--- config.mk ---
export PLATFORM = sky130hd
export DESIGN_NAME = enemy_fire_scheduler
export DESIGN_NICKNAME = d
export VERILOG_FILES = /design/src/rtl/enemy_fire_scheduler.sv
export SDC_FILE = /design/constraint.sdc
export NUM_CORES = 1
export LEC_CHECK = 0
export BUFFER_PORTS_ARGS = -buffer_cell sky130_fd_sc_hd__buf_2
export CAP_MARGIN = 20
export CORE_UTILIZATION = 35
export CTS_BUF_LIST = sky130_fd_sc_hd__clkbuf_16
export DETAILED_ROUTE_END_ITERATION = 8
export GPL_ROUTABILITY_DRIVEN = 0
export SYNTH_ARGS = -nofsm -noshare
export SYNTH_HDL_FRONTEND = slang
export SYNTH_SLANG_ARGS = --single-unit
--- constraint.sdc ---
create_clock -name clk -period 2.9 [get_ports clk]
set_input_delay 0.435 -clock clk [delete_from_list [all_inputs] [get_ports clk]]
set_output_delay 0.435 -clock clk [all_outputs]
set_load 0.02 [all_outputs]
--- src/rtl/enemy_fire_scheduler.sv ---
// -----------------------------------------------------------------------------
// enemy_fire_scheduler
//
// Picks which enemy in the formation fires next and hands the request to the
// enemy munition. After each completed shot (or an empty search) it waits
// COOLDOWN_TICKS formation-movement ticks. It then walks the formation one
// column per cycle, starting at a round-robin pointer. The shooter is the
// bottom-most (highest row index) live enemy of the first column that has one.
//
// Ports
//   clk         system clock
//   reset       synchronous, active-high reset (overrides every other input)
//   enable      game running; low sends the scheduler to IDLE
//   tick        one-cycle formation-movement strobe, paces the cooldown
//   alive       ROWS*COLS alive bitmap, bit r*COLS+c = row r, column c
//   shot_busy   enemy munition currently in flight
//   fire_valid  fire request towards the munition (high only in REQUEST)
//   fire_ready  munition accepts the request this cycle
//   fire_row    row of the selected shooter
//   fire_col    column of the selected shooter
//   no_target   the last completed search found nobody alive
//   shot_count  number of accepted shots, wraps 255 -> 0
//
// Build option
//   ENEMY_FIRE_LFSR_EN  when defined, a 16-bit Fibonacci LFSR (taps 16,14,13,11,
//                       seed 16'hACE1) picks the start column of each search
//                       that follows a cooldown, instead of strict round-robin.
// -----------------------------------------------------------------------------
module enemy_fire_scheduler #(
    parameter int  ROWS           = 5,
    parameter int  COLS           = 11,
    parameter int  COOLDOWN_TICKS = 4,
    localparam int ROW_W          = (ROWS > 1) ? $clog2(ROWS) : 1,
    localparam int COL_W          = (COLS > 1) ? $clog2(COLS) : 1
) (
    input  logic                 clk,
    input  logic                 reset,
    input  logic                 enable,
    input  logic                 tick,
    input  logic [ROWS*COLS-1:0] alive,
    input  logic                 shot_busy,
    output logic                 fire_valid,
    input  logic                 fire_ready,
    output logic [ROW_W-1:0]     fire_row,
    output logic [COL_W-1:0]     fire_col,
    output logic                 no_target,
    output logic [7:0]           shot_count
);

    typedef enum logic [2:0] {
        S_IDLE      = 3'd0,
        S_COOLDOWN  = 3'd1,
        S_SEARCH    = 3'd2,
        S_REQUEST   = 3'd3,
        S_IN_FLIGHT = 3'd4
    } state_t;

    localparam logic [7:0] CD_LOAD        = 8'(COOLDOWN_TICKS);
    // A shot whose munition never reports busy is treated as finished on the
    // third IN_FLIGHT cycle, so COOLDOWN starts four cycles after the handshake.
    localparam logic [2:0] FLIGHT_TIMEOUT = 3'd3;

    // Round-robin successor of a column index.
    function automatic logic [COL_W-1:0] next_col(input logic [COL_W-1:0] c);
        if (c == COL_W'(COLS - 1)) begin
            next_col = {COL_W{1'b0}};
        end else begin
            next_col = c + COL_W'(1);
        end
    endfunction

    state_t           state_q, state_d;
    logic [7:0]       cd_cnt_q, cd_cnt_d;
    logic [COL_W-1:0] scan_col_q, scan_col_d;
    logic [COL_W-1:0] miss_cnt_q, miss_cnt_d;
    logic [COL_W-1:0] ptr_q, ptr_d;
    logic [2:0]       flight_cnt_q, flight_cnt_d;
    logic             busy_seen_q, busy_seen_d;
    logic             fire_valid_q, fire_valid_d;
    logic [ROW_W-1:0] fire_row_q, fire_row_d;
    logic [COL_W-1:0] fire_col_q, fire_col_d;
    logic             no_target_q, no_target_d;
    logic [7:0]       shot_count_q, shot_count_d;

    logic             hit_s;
    logic [ROW_W-1:0] hit_row_s;
    logic             shooter_alive_s;
    logic             handshake_s;
    logic             shooter_lost_s;
    logic             miss_last_s;
    logic             flight_done_s;
    logic [COL_W-1:0] start_col_s;

`ifdef ENEMY_FIRE_LFSR_EN
    logic [15:0] lfsr_q, lfsr_d;

    // LFSR advance: Fibonacci, taps 16,14,13,11, steps every clock.
    always_comb begin
        lfsr_d = {lfsr_q[14:0], lfsr_q[15] ^ lfsr_q[13] ^ lfsr_q[12] ^ lfsr_q[10]};
    end

    // LFSR register, reseeded on reset.
    always_ff @(posedge clk) begin
        if (reset) begin
            lfsr_q <= 16'hACE1;
        end else begin
            lfsr_q <= lfsr_d;
        end
    end

    // A search that follows a cooldown starts at a pseudo-random column; a
    // search restarted from REQUEST keeps the current pointer.
    always_comb begin
        if (state_q == S_COOLDOWN) begin
            start_col_s = COL_W'(lfsr_q % 16'(COLS));
        end else begin
            start_col_s = ptr_q;
        end
    end
`else
    // Strict round-robin: every search starts at the pointer.
    always_comb begin
        start_col_s = ptr_q;
    end
`endif

    // Column scan: bottom-most live enemy in the column under examination.
    always_comb begin
        hit_s     = 1'b0;
        hit_row_s = {ROW_W{1'b0}};
        for (int r = 0; r < ROWS; r++) begin
            for (int c = 0; c < COLS; c++) begin
                if ((COL_W'(c) == scan_col_q) && alive[r*COLS + c]) begin
                    hit_s     = 1'b1;
                    hit_row_s = ROW_W'(r);
                end else begin
                    hit_s     = hit_s;
                    hit_row_s = hit_row_s;
                end
            end
        end
    end

    // Is the currently latched shooter still alive?
    always_comb begin
        shooter_alive_s = 1'b0;
        for (int r = 0; r < ROWS; r++) begin
            for (int c = 0; c < COLS; c++) begin
                if ((ROW_W'(r) == fire_row_q) && (COL_W'(c) == fire_col_q)) begin
                    shooter_alive_s = alive[r*COLS + c];
                end else begin
                    shooter_alive_s = shooter_alive_s;
                end
            end
        end
    end

    // Transition qualifiers used by the next-state logic.
    always_comb begin
        handshake_s    = fire_valid_q & fire_ready;
        shooter_lost_s = ~shooter_alive_s & ~fire_ready;
        miss_last_s    = ~hit_s & (miss_cnt_q == COL_W'(COLS - 1));
        flight_done_s  = ~shot_busy & (busy_seen_q | (flight_cnt_q == FLIGHT_TIMEOUT));
    end

    // State and datapath registers.
    always_ff @(posedge clk) begin
        if (reset) begin
            state_q      <= S_IDLE;
            cd_cnt_q     <= 8'd0;
            scan_col_q   <= {COL_W{1'b0}};
            miss_cnt_q   <= {COL_W{1'b0}};
            ptr_q        <= {COL_W{1'b0}};
            flight_cnt_q <= 3'd0;
            busy_seen_q  <= 1'b0;
            fire_valid_q <= 1'b0;
            fire_row_q   <= {ROW_W{1'b0}};
            fire_col_q   <= {COL_W{1'b0}};
            no_target_q  <= 1'b0;
            shot_count_q <= 8'd0;
        end else begin
            state_q      <= state_d;
            cd_cnt_q     <= cd_cnt_d;
            scan_col_q   <= scan_col_d;
            miss_cnt_q   <= miss_cnt_d;
            ptr_q        <= ptr_d;
            flight_cnt_q <= flight_cnt_d;
            busy_seen_q  <= busy_seen_d;
            fire_valid_q <= fire_valid_d;
            fire_row_q   <= fire_row_d;
            fire_col_q   <= fire_col_d;
            no_target_q  <= no_target_d;
            shot_count_q <= shot_count_d;
        end
    end

    // Next-state logic; dropping enable returns to IDLE from anywhere.
    always_comb begin
        state_d = state_q;
        if (!enable) begin
            state_d = S_IDLE;
        end else begin
            case (state_q)
                S_IDLE: begin
                    state_d = S_COOLDOWN;
                end
                S_COOLDOWN: begin
                    if (cd_cnt_q == 8'd0) begin
                        state_d = S_SEARCH;
                    end else begin
                        state_d = S_COOLDOWN;
                    end
                end
                S_SEARCH: begin
                    if (hit_s) begin
                        state_d = S_REQUEST;
                    end else if (miss_last_s) begin
                        state_d = S_COOLDOWN;
                    end else begin
                        state_d = S_SEARCH;
                    end
                end
                S_REQUEST: begin
                    if (handshake_s) begin
                        state_d = S_IN_FLIGHT;
                    end else if (shooter_lost_s) begin
                        state_d = S_SEARCH;
                    end else begin
                        state_d = S_REQUEST;
                    end
                end
                S_IN_FLIGHT: begin
                    if (flight_done_s) begin
                        state_d = S_COOLDOWN;
                    end else begin
                        state_d = S_IN_FLIGHT;
                    end
                end
                default: begin
                    state_d = S_IDLE;
                end
            endcase
        end
    end

    // Output and datapath updates, keyed on the transition being taken.
    always_comb begin
        cd_cnt_d     = cd_cnt_q;
        scan_col_d   = scan_col_q;
        miss_cnt_d   = miss_cnt_q;
        ptr_d        = ptr_q;
        flight_cnt_d = flight_cnt_q;
        busy_seen_d  = busy_seen_q;
        fire_row_d   = fire_row_q;
        fire_col_d   = fire_col_q;
        no_target_d  = no_target_q;
        shot_count_d = shot_count_q;
        fire_valid_d = (state_d == S_REQUEST);

        // Reload on entry takes precedence over a tick in the same cycle.
        if ((state_d == S_COOLDOWN) && (state_q != S_COOLDOWN)) begin
            cd_cnt_d = CD_LOAD;
        end else if ((state_q == S_COOLDOWN) && (state_d == S_COOLDOWN) && tick
                     && (cd_cnt_q != 8'd0)) begin
            cd_cnt_d = cd_cnt_q - 8'd1;
        end else begin
            cd_cnt_d = cd_cnt_q;
        end

        // Column walker. Writing start_col_s into ptr is a no-op in
        // round-robin mode and adopts the random start in LFSR mode.
        if ((state_d == S_SEARCH) && (state_q != S_SEARCH)) begin
            scan_col_d = start_col_s;
            miss_cnt_d = {COL_W{1'b0}};
            ptr_d      = start_col_s;
        end else if ((state_q == S_SEARCH) && (state_d == S_SEARCH)) begin
            scan_col_d = next_col(scan_col_q);
            miss_cnt_d = miss_cnt_q + COL_W'(1);
        end else begin
            scan_col_d = scan_col_q;
            miss_cnt_d = miss_cnt_q;
        end

        // Search outcome.
        if ((state_q == S_SEARCH) && (state_d == S_REQUEST)) begin
            fire_row_d  = hit_row_s;
            fire_col_d  = scan_col_q;
            no_target_d = 1'b0;
        end else if ((state_q == S_SEARCH) && (state_d == S_COOLDOWN)) begin
            no_target_d = 1'b1;
        end else begin
            no_target_d = no_target_q;
        end

        // Accepted shot, then in-flight tracking.
        if ((state_q == S_REQUEST) && (state_d == S_IN_FLIGHT)) begin
            shot_count_d = shot_count_q + 8'd1;
            ptr_d        = next_col(fire_col_q);
            flight_cnt_d = 3'd1;
            busy_seen_d  = 1'b0;
        end else if (state_q == S_IN_FLIGHT) begin
            busy_seen_d = busy_seen_q | shot_busy;
            if (flight_cnt_q != 3'd7) begin
                flight_cnt_d = flight_cnt_q + 3'd1;
            end else begin
                flight_cnt_d = flight_cnt_q;
            end
        end else begin
            flight_cnt_d = flight_cnt_q;
            busy_seen_d  = busy_seen_q;
        end
    end

    assign fire_valid = fire_valid_q;
    assign fire_row   = fire_row_q;
    assign fire_col   = fire_col_q;
    assign no_target  = no_target_q;
    assign shot_count = shot_count_q;

endmodule

# Word level (Yosys, flattened, before mapping)
# Cells that the tools add are included.
[classes] add_sub_neg=6 eq_ne=39 n_mux=171 bitwise=10 reduce_logical=135
[ops] cell="$mux 3" count=48
[ops] cell="$logic_and 1x1->1" count=119
[ops] cell="$mux 1" count=115
[ops] cell="$eq 3x4->1 const A" count=8
[ops] cell="$eq 4x4->1 const A" count=6
[ops] cell="$eq 2x4->1 const A" count=4
[ops] cell="$mux 4" count=4
[ops] cell="$eq 3x2->1 const B" count=5
[ops] cell="$pmux 3 s5" count=1
[ops] cell="$add 4x1->4 const B" count=3
[ops] cell="$eq 4x4->1 const B" count=3
[ops] cell="$add 8x1->8 const B" count=1
[ops] cell="$eq 1x4->1 const A" count=2
[ops] cell="$logic_not 4->1" count=2
[ops] cell="$logic_not 8->1" count=1
[ops] cell="$reduce_bool 2->1" count=4
[ops] cell="$reduce_bool 8->1" count=1
[ops] cell="$reduce_or 2->1" count=4
[ops] cell="$sub 8x1->8 const B" count=1
[ops] cell="$eq 2x3->1 const A" count=2
[ops] cell="$eq 3x1->1 const B" count=2
[ops] cell="$eq 3x3->1 const B" count=2
[ops] cell="$logic_not 3->1" count=2
[ops] cell="$mux 2" count=3
[ops] cell="other kinds (10)" count=18
[totals] register_bits=44 out_inout_bits=17 wordCells=375

# Longest topological paths before layout
[depth] ltp_word=69 depth_mapped=13 mapped_depth_nobuf=11

# Least setup slack after synthesis
# No wires, ideal clock.
[synth_path] kind="register to register" start="reg fire_col_q[0] (netlist: fire_col[0])" end="reg miss_cnt_q[3]" arrival_ns=3.087 required_ns=2.829 path_slack_ns=-0.258 stages_incl_launch_ff=11 path_buffers=3 cell_sequence="dfxtp_1 buf_2 clkbuf_1 clkbuf_1 mux2i_1 o22ai_1 a311o_1 a221o_1 or3b_4 or4_1 a21oi_1"
[synth_between] elab_chain_len=66
[synth_lines] element="from (decl)" line_no="81" rtl="logic [COL_W-1:0] fire_col_q, fire_col_d;"
[synth_lines] element="from (signal assigned)" line_no="178" rtl="fire_col_q <= {COL_W{1'b0}};"
[synth_lines] element="from (signal assigned)" line_no="191" rtl="fire_col_q <= fire_col_d;"
[synth_lines] element="$logic_not 4->1" line_no="149" rtl="if ((ROW_W'(r) == fire_row_q) && (COL_W'(c) == fire_col_q)) begin"
[synth_lines] element="$logic_and 1x1->1" line_no="149"
[synth_lines] element="$mux 1 (54 in series)" line_no="149"
[synth_lines] element="$mux 1 (*)" line_no="149"
[synth_lines] element="$not 1->1 (*)" line_no="161" rtl="shooter_lost_s = ~shooter_alive_s & ~fire_ready;"
[synth_lines] element="$and 1x1->1 (*)" line_no="161"
[synth_lines] element="$mux 1 (*)" line_no="226" rtl="end else if (shooter_lost_s) begin"
[synth_lines] element="$mux 3 (*)" line_no="224" rtl="if (handshake_s) begin"
[synth_lines] element="$pmux 3 s5 (*)" line_no="203" rtl="case (state_q)"
[synth_lines] element="$mux 3 (*)" line_no="200" rtl="if (!enable) begin"
[synth_lines] element="$eq 3x2->1 (*)" line_no="272, 276"
[synth_lines] element="$logic_and 1x1->1" line_no="272" rtl="if ((state_d == S_SEARCH) && (state_q != S_SEARCH)) begin"
[synth_lines] element="$reduce_or 2->1 (no source line)"
[synth_lines] element="to (signal assigned)" line_no="172" rtl="miss_cnt_q <= {COL_W{1'b0}};"
[synth_lines] element="to (signal assigned)" line_no="185" rtl="miss_cnt_q <= miss_cnt_d;"
[synth_lines] element="to (decl)" line_no="75" rtl="logic [COL_W-1:0] miss_cnt_q, miss_cnt_d;"
# Every way passes the cells marked *; elsewhere a longest branch is shown, timed or not.
# A chain may end at the register's enable or synchronous reset.

# Worst setup path in the final report
[layout_path] start="reg scan_col_q[0]" end="reg miss_cnt_q[2]"
[layout_between] elab_chain_len=66
[layout_lines] element="from (decl)" line_no="74" rtl="logic [COL_W-1:0] scan_col_q, scan_col_d;"
[layout_lines] element="from (signal assigned)" line_no="171" rtl="scan_col_q <= {COL_W{1'b0}};"
[layout_lines] element="from (signal assigned)" line_no="184" rtl="scan_col_q <= scan_col_d;"
[layout_lines] element="$logic_not 4->1" line_no="133" rtl="if ((COL_W'(c) == scan_col_q) && alive[r*COLS + c]) begin"
[layout_lines] element="$logic_and 1x1->1" line_no="133"
[layout_lines] element="$mux 1 (54 in series)" line_no="133"
[layout_lines] element="$mux 1 (*)" line_no="133"
[layout_lines] element="$not 1->1" line_no="162" rtl="miss_last_s = ~hit_s & (miss_cnt_q == COL_W'(COLS - 1));"
[layout_lines] element="$and 1x1->1" line_no="162"
[layout_lines] element="$mux 2" line_no="217" rtl="end else if (miss_last_s) begin"
[layout_lines] element="$mux 2 (*)" line_no="215" rtl="if (hit_s) begin"
[layout_lines] element="$pmux 3 s5 (*)" line_no="203"
[layout_lines] element="$mux 3 (*)" line_no="200"
[layout_lines] element="$eq 3x2->1 (*)" line_no="272, 276"
[layout_lines] element="$logic_and 1x1->1" line_no="272"
[layout_lines] element="$reduce_or 2->1 (no source line)"
# Marks and branches as above.

==> metrics.md <==
| Metric | Value |
|---|---|
| Max Cap Viol | 0 |
| DR pass1 iterations | 7 |
| Max Slew Vio Count | 0 |
| Maximum clock rate | 318 MHz |
| Mapped Cells | ~480 |
| Ports | just under 80 |
| CP endpoint kind | flip-flop |
| Worst Tran Pin Value | 0.410 ns |
| Ys async rst share | 0 |
| Height of the chip | between 100 and 150 um |
| CTS buffer count | 5 |
| Fraction of layout cells with a size suffix above 1 | 0.393 |
| Die Area | between 10000 and 15000 um^2 |
| DP HPWL | between 10000 and 15000 um |
| CP Max Fanout | 6 |
| Remaining antenna violation count | 0 |
| Crit path kind | reg2reg |
| Overall power | approximately 1.5 mW |
| Post-Syn Area | between 3000 and 4000 um^2 |
| Slew HR | 0.722 |
| Core area | between 10000 and 15000 um^2 |
| TNS Setup | -3.42 ns |
| Overflow after GRT | 0 |
| Top-area cell type share of the netlist area | 0.240 |
| Post-synth cell types | just over 70 |
| Vias | 4412 |
| First-pass GRT wire length | 20900 um |
| RSZ-0062 raised after global routing | true |
| Syn Area/Cell | ~7.7 um^2 |
| CP startpoint kind | flip-flop |
| Die Span X | around 100 um |
| Post-synth top flop | dfxtp_1 |
| Pre-CTS setup slack | -0.287 ns |
| # setup viols final | 24 |
| Final min period | between 3 and 4 ns |
| DRC viols | 0 |
| Hold Fails Final Rpt | 0 |
| Failing checks | negative setup slack |
| Clock root buffer | clkbuf_16 |
| Leakage | 2.19 nW |
| Number of synthesized flops with an enable pin | 0 |
| DRT iter0 DRCs | 265 |
| Max H-tree Level | 2 |
| Hold Path Class | in2reg |
| IO buf count | slightly below 80 |
| Gr usage total | 0.239 |
| PD cells | around 290 nW/um^2 |
| Largest cells by area after synthesis | dfxtp_1, mux2i_1, nand2_1, nor2_1, a21oi_1 |
| Yosys warning count | 0 |
| Nets | roughly 710 |
| Fin crit share | 1.08 |
| CTS sink cnt | 44 |
| Yosys reg bits | 44 |
| Clock slew at reported path FFs | 0.06 ns |
| Skew-Pair Late Insertion Delay | 0.28 ns |
| FP Rows | 37 |
| Largest net degree at the start of global routing | 27 |
| Number of fillers in the final layout | between 900 and 1k |
| Number of global-route vias before repair | roughly 4.2k |
| Ant diodes | 0 |
| Avg WL per Cell | roughly 17 um |
| P&R area growth vs syn | 44.0% |
| Clk_skew | 0.00440 ns |
| CP Data Required Time | 3.12 ns |
| Top-count cell post-synth | dfxtp_1 |
| Register area share after synthesis | 0.240 |
| CTS tree | built |
| Worst VDD drop | a little over 0.0003 V |
| Detailed Route WL | around 13000 um |
| Arrival time worst endpoint | approximately 3.4 ns |
| Status | complete, but fails checks |
| Longest Clk Path Bufs | 2 |
| Initial antenna violation count | 0 |
| DR vias/cell | between 5 and 6 |
| Synth area leader | dfxtp_1 |
| Setup ws final | -0.245 ns |
| Synth top cells by count | dfxtp_1, nand2_1, nor2_1 |
| Syn Nets | about 550 |
| Initial Utilization | 0.359 |
## layout by cell type (no fill, tap or decap), drive strengths merged, types with 7 or more instances in the layout
master and instances:
o21ai 19, ha 7, nor3 16, dfxtp 44, nand2 42, nor2 42
xnor2 7, xor2 7, mux2 14, buf 187, a21oi 29, or3 9
a211oi 11, a31oi 10, nand2b 16, nand3 14, o22ai 8, nor2b 17
mux2i 20, inv 9, and2 8
## flip-flops by register name, summed over array words and instances, names as in the netlist
name and flops:
cd_cnt_q 8, shot_count 8, fire_col 4, miss_cnt_q 4
ptr_q 4, scan_col_q 4, fire_row 3, flight_cnt_q 3
state_q 3, busy_seen_q 1, fire_valid 1, no_target 1
## worst paths after layout
kind	start	to	slack (ns)	depth (start not counted)
worst max-delay path	scan_col_q[0]$_SDFFE_PP0P_	miss_cnt_q[2]$_SDFFE_PP0P_	-0.25	9
worst min-delay path	shot_busy	busy_seen_q$_SDFFE_PP0P_	0.49	3
worst max register to register	scan_col_q[0]$_SDFFE_PP0P_	miss_cnt_q[2]$_SDFFE_PP0P_	-0.25	9
worst min register to register	ptr_q[0]$_SDFFE_PP0P_	ptr_q[0]$_SDFFE_PP0P_	0.49	2
## layer usage
layer,share of wire,vias to the layer above,routed length (um),track usage
met3,0.064,45,850,0.0338
met4,0.050,0,668,0.144
met2,0.46,201,6140,0.383
met5,0,-,0,0
met1,0.43,2067,5690,0.303
li1,-,2099,-,-
## area by class of cell
class	instances	area, um^2	area share
Inverter	10	37.5	0.00710
Clock buffer	5	125	0.0237
Multi-Input combinational cell	390	2750	0.521
Timing Repair Buffer	187	1260	0.239
Tap cell	136	170	0.0322
Sequential cell	44	896	0.169
Clock inverter	3	42.5	0.00805
## critical path, cell delays in order, from the launching register on
cell      delay [ns]
dfxtp_4         0.39
mux4_2          0.49
nor3b_2         0.17
a221oi_2        0.27
nor3b_4         0.27
nand3_2         0.11
a221o_1         0.41
or3b_4          0.42
or4_4           0.43
a21oi_2         0.13
## where the power goes
group	internal (mW)	total (mW)	switching, mW
Combinational	0.130	0.264	0.135
Clock	0.405	0.638	0.233
Sequential	0.608	0.615	0.00690
Total	1.14	1.52	0.375
## cell families after synthesis
family	after synthesis	synth area share
AOI/OAI and AO/OA	130	0.246
xor gates and xnor gates	14	0.0334
adders and majority gates	7	0.0238
buffers and inverters	46	0.0535
DFF	44	0.240
muxes	36	0.110
and+or+nand+nor	202	0.293
## through the flow
step	hold slack (ns)	utilization	std cells	area, um^2
4_1_cts	0.481	0.502	767	5130
3_3_place_gp	0.470	0.475	751	4860
5_1_grt	0.506	0.517	775	5290
6_report	0.489	0.517	775	5290
2_1_floorplan	0.433	-	479	3720
3_5_place_dp	0.471	0.475	751	4860
## what timing repair did
| action | CTS | global route |
|---|---|---|
| cloned | 1 | 0 |
| hold buffers | 0 | 0 |
| pin swaps | 3 | 14 |
| endpoints found under the setup margin | 15 | 22 |
| gates resized for setup | 17 | 23 |
| endpoints found under the hold margin | 0 | 0 |
| buffers inserted | 7 | 8 |
(Power assumes the default switching activity.)
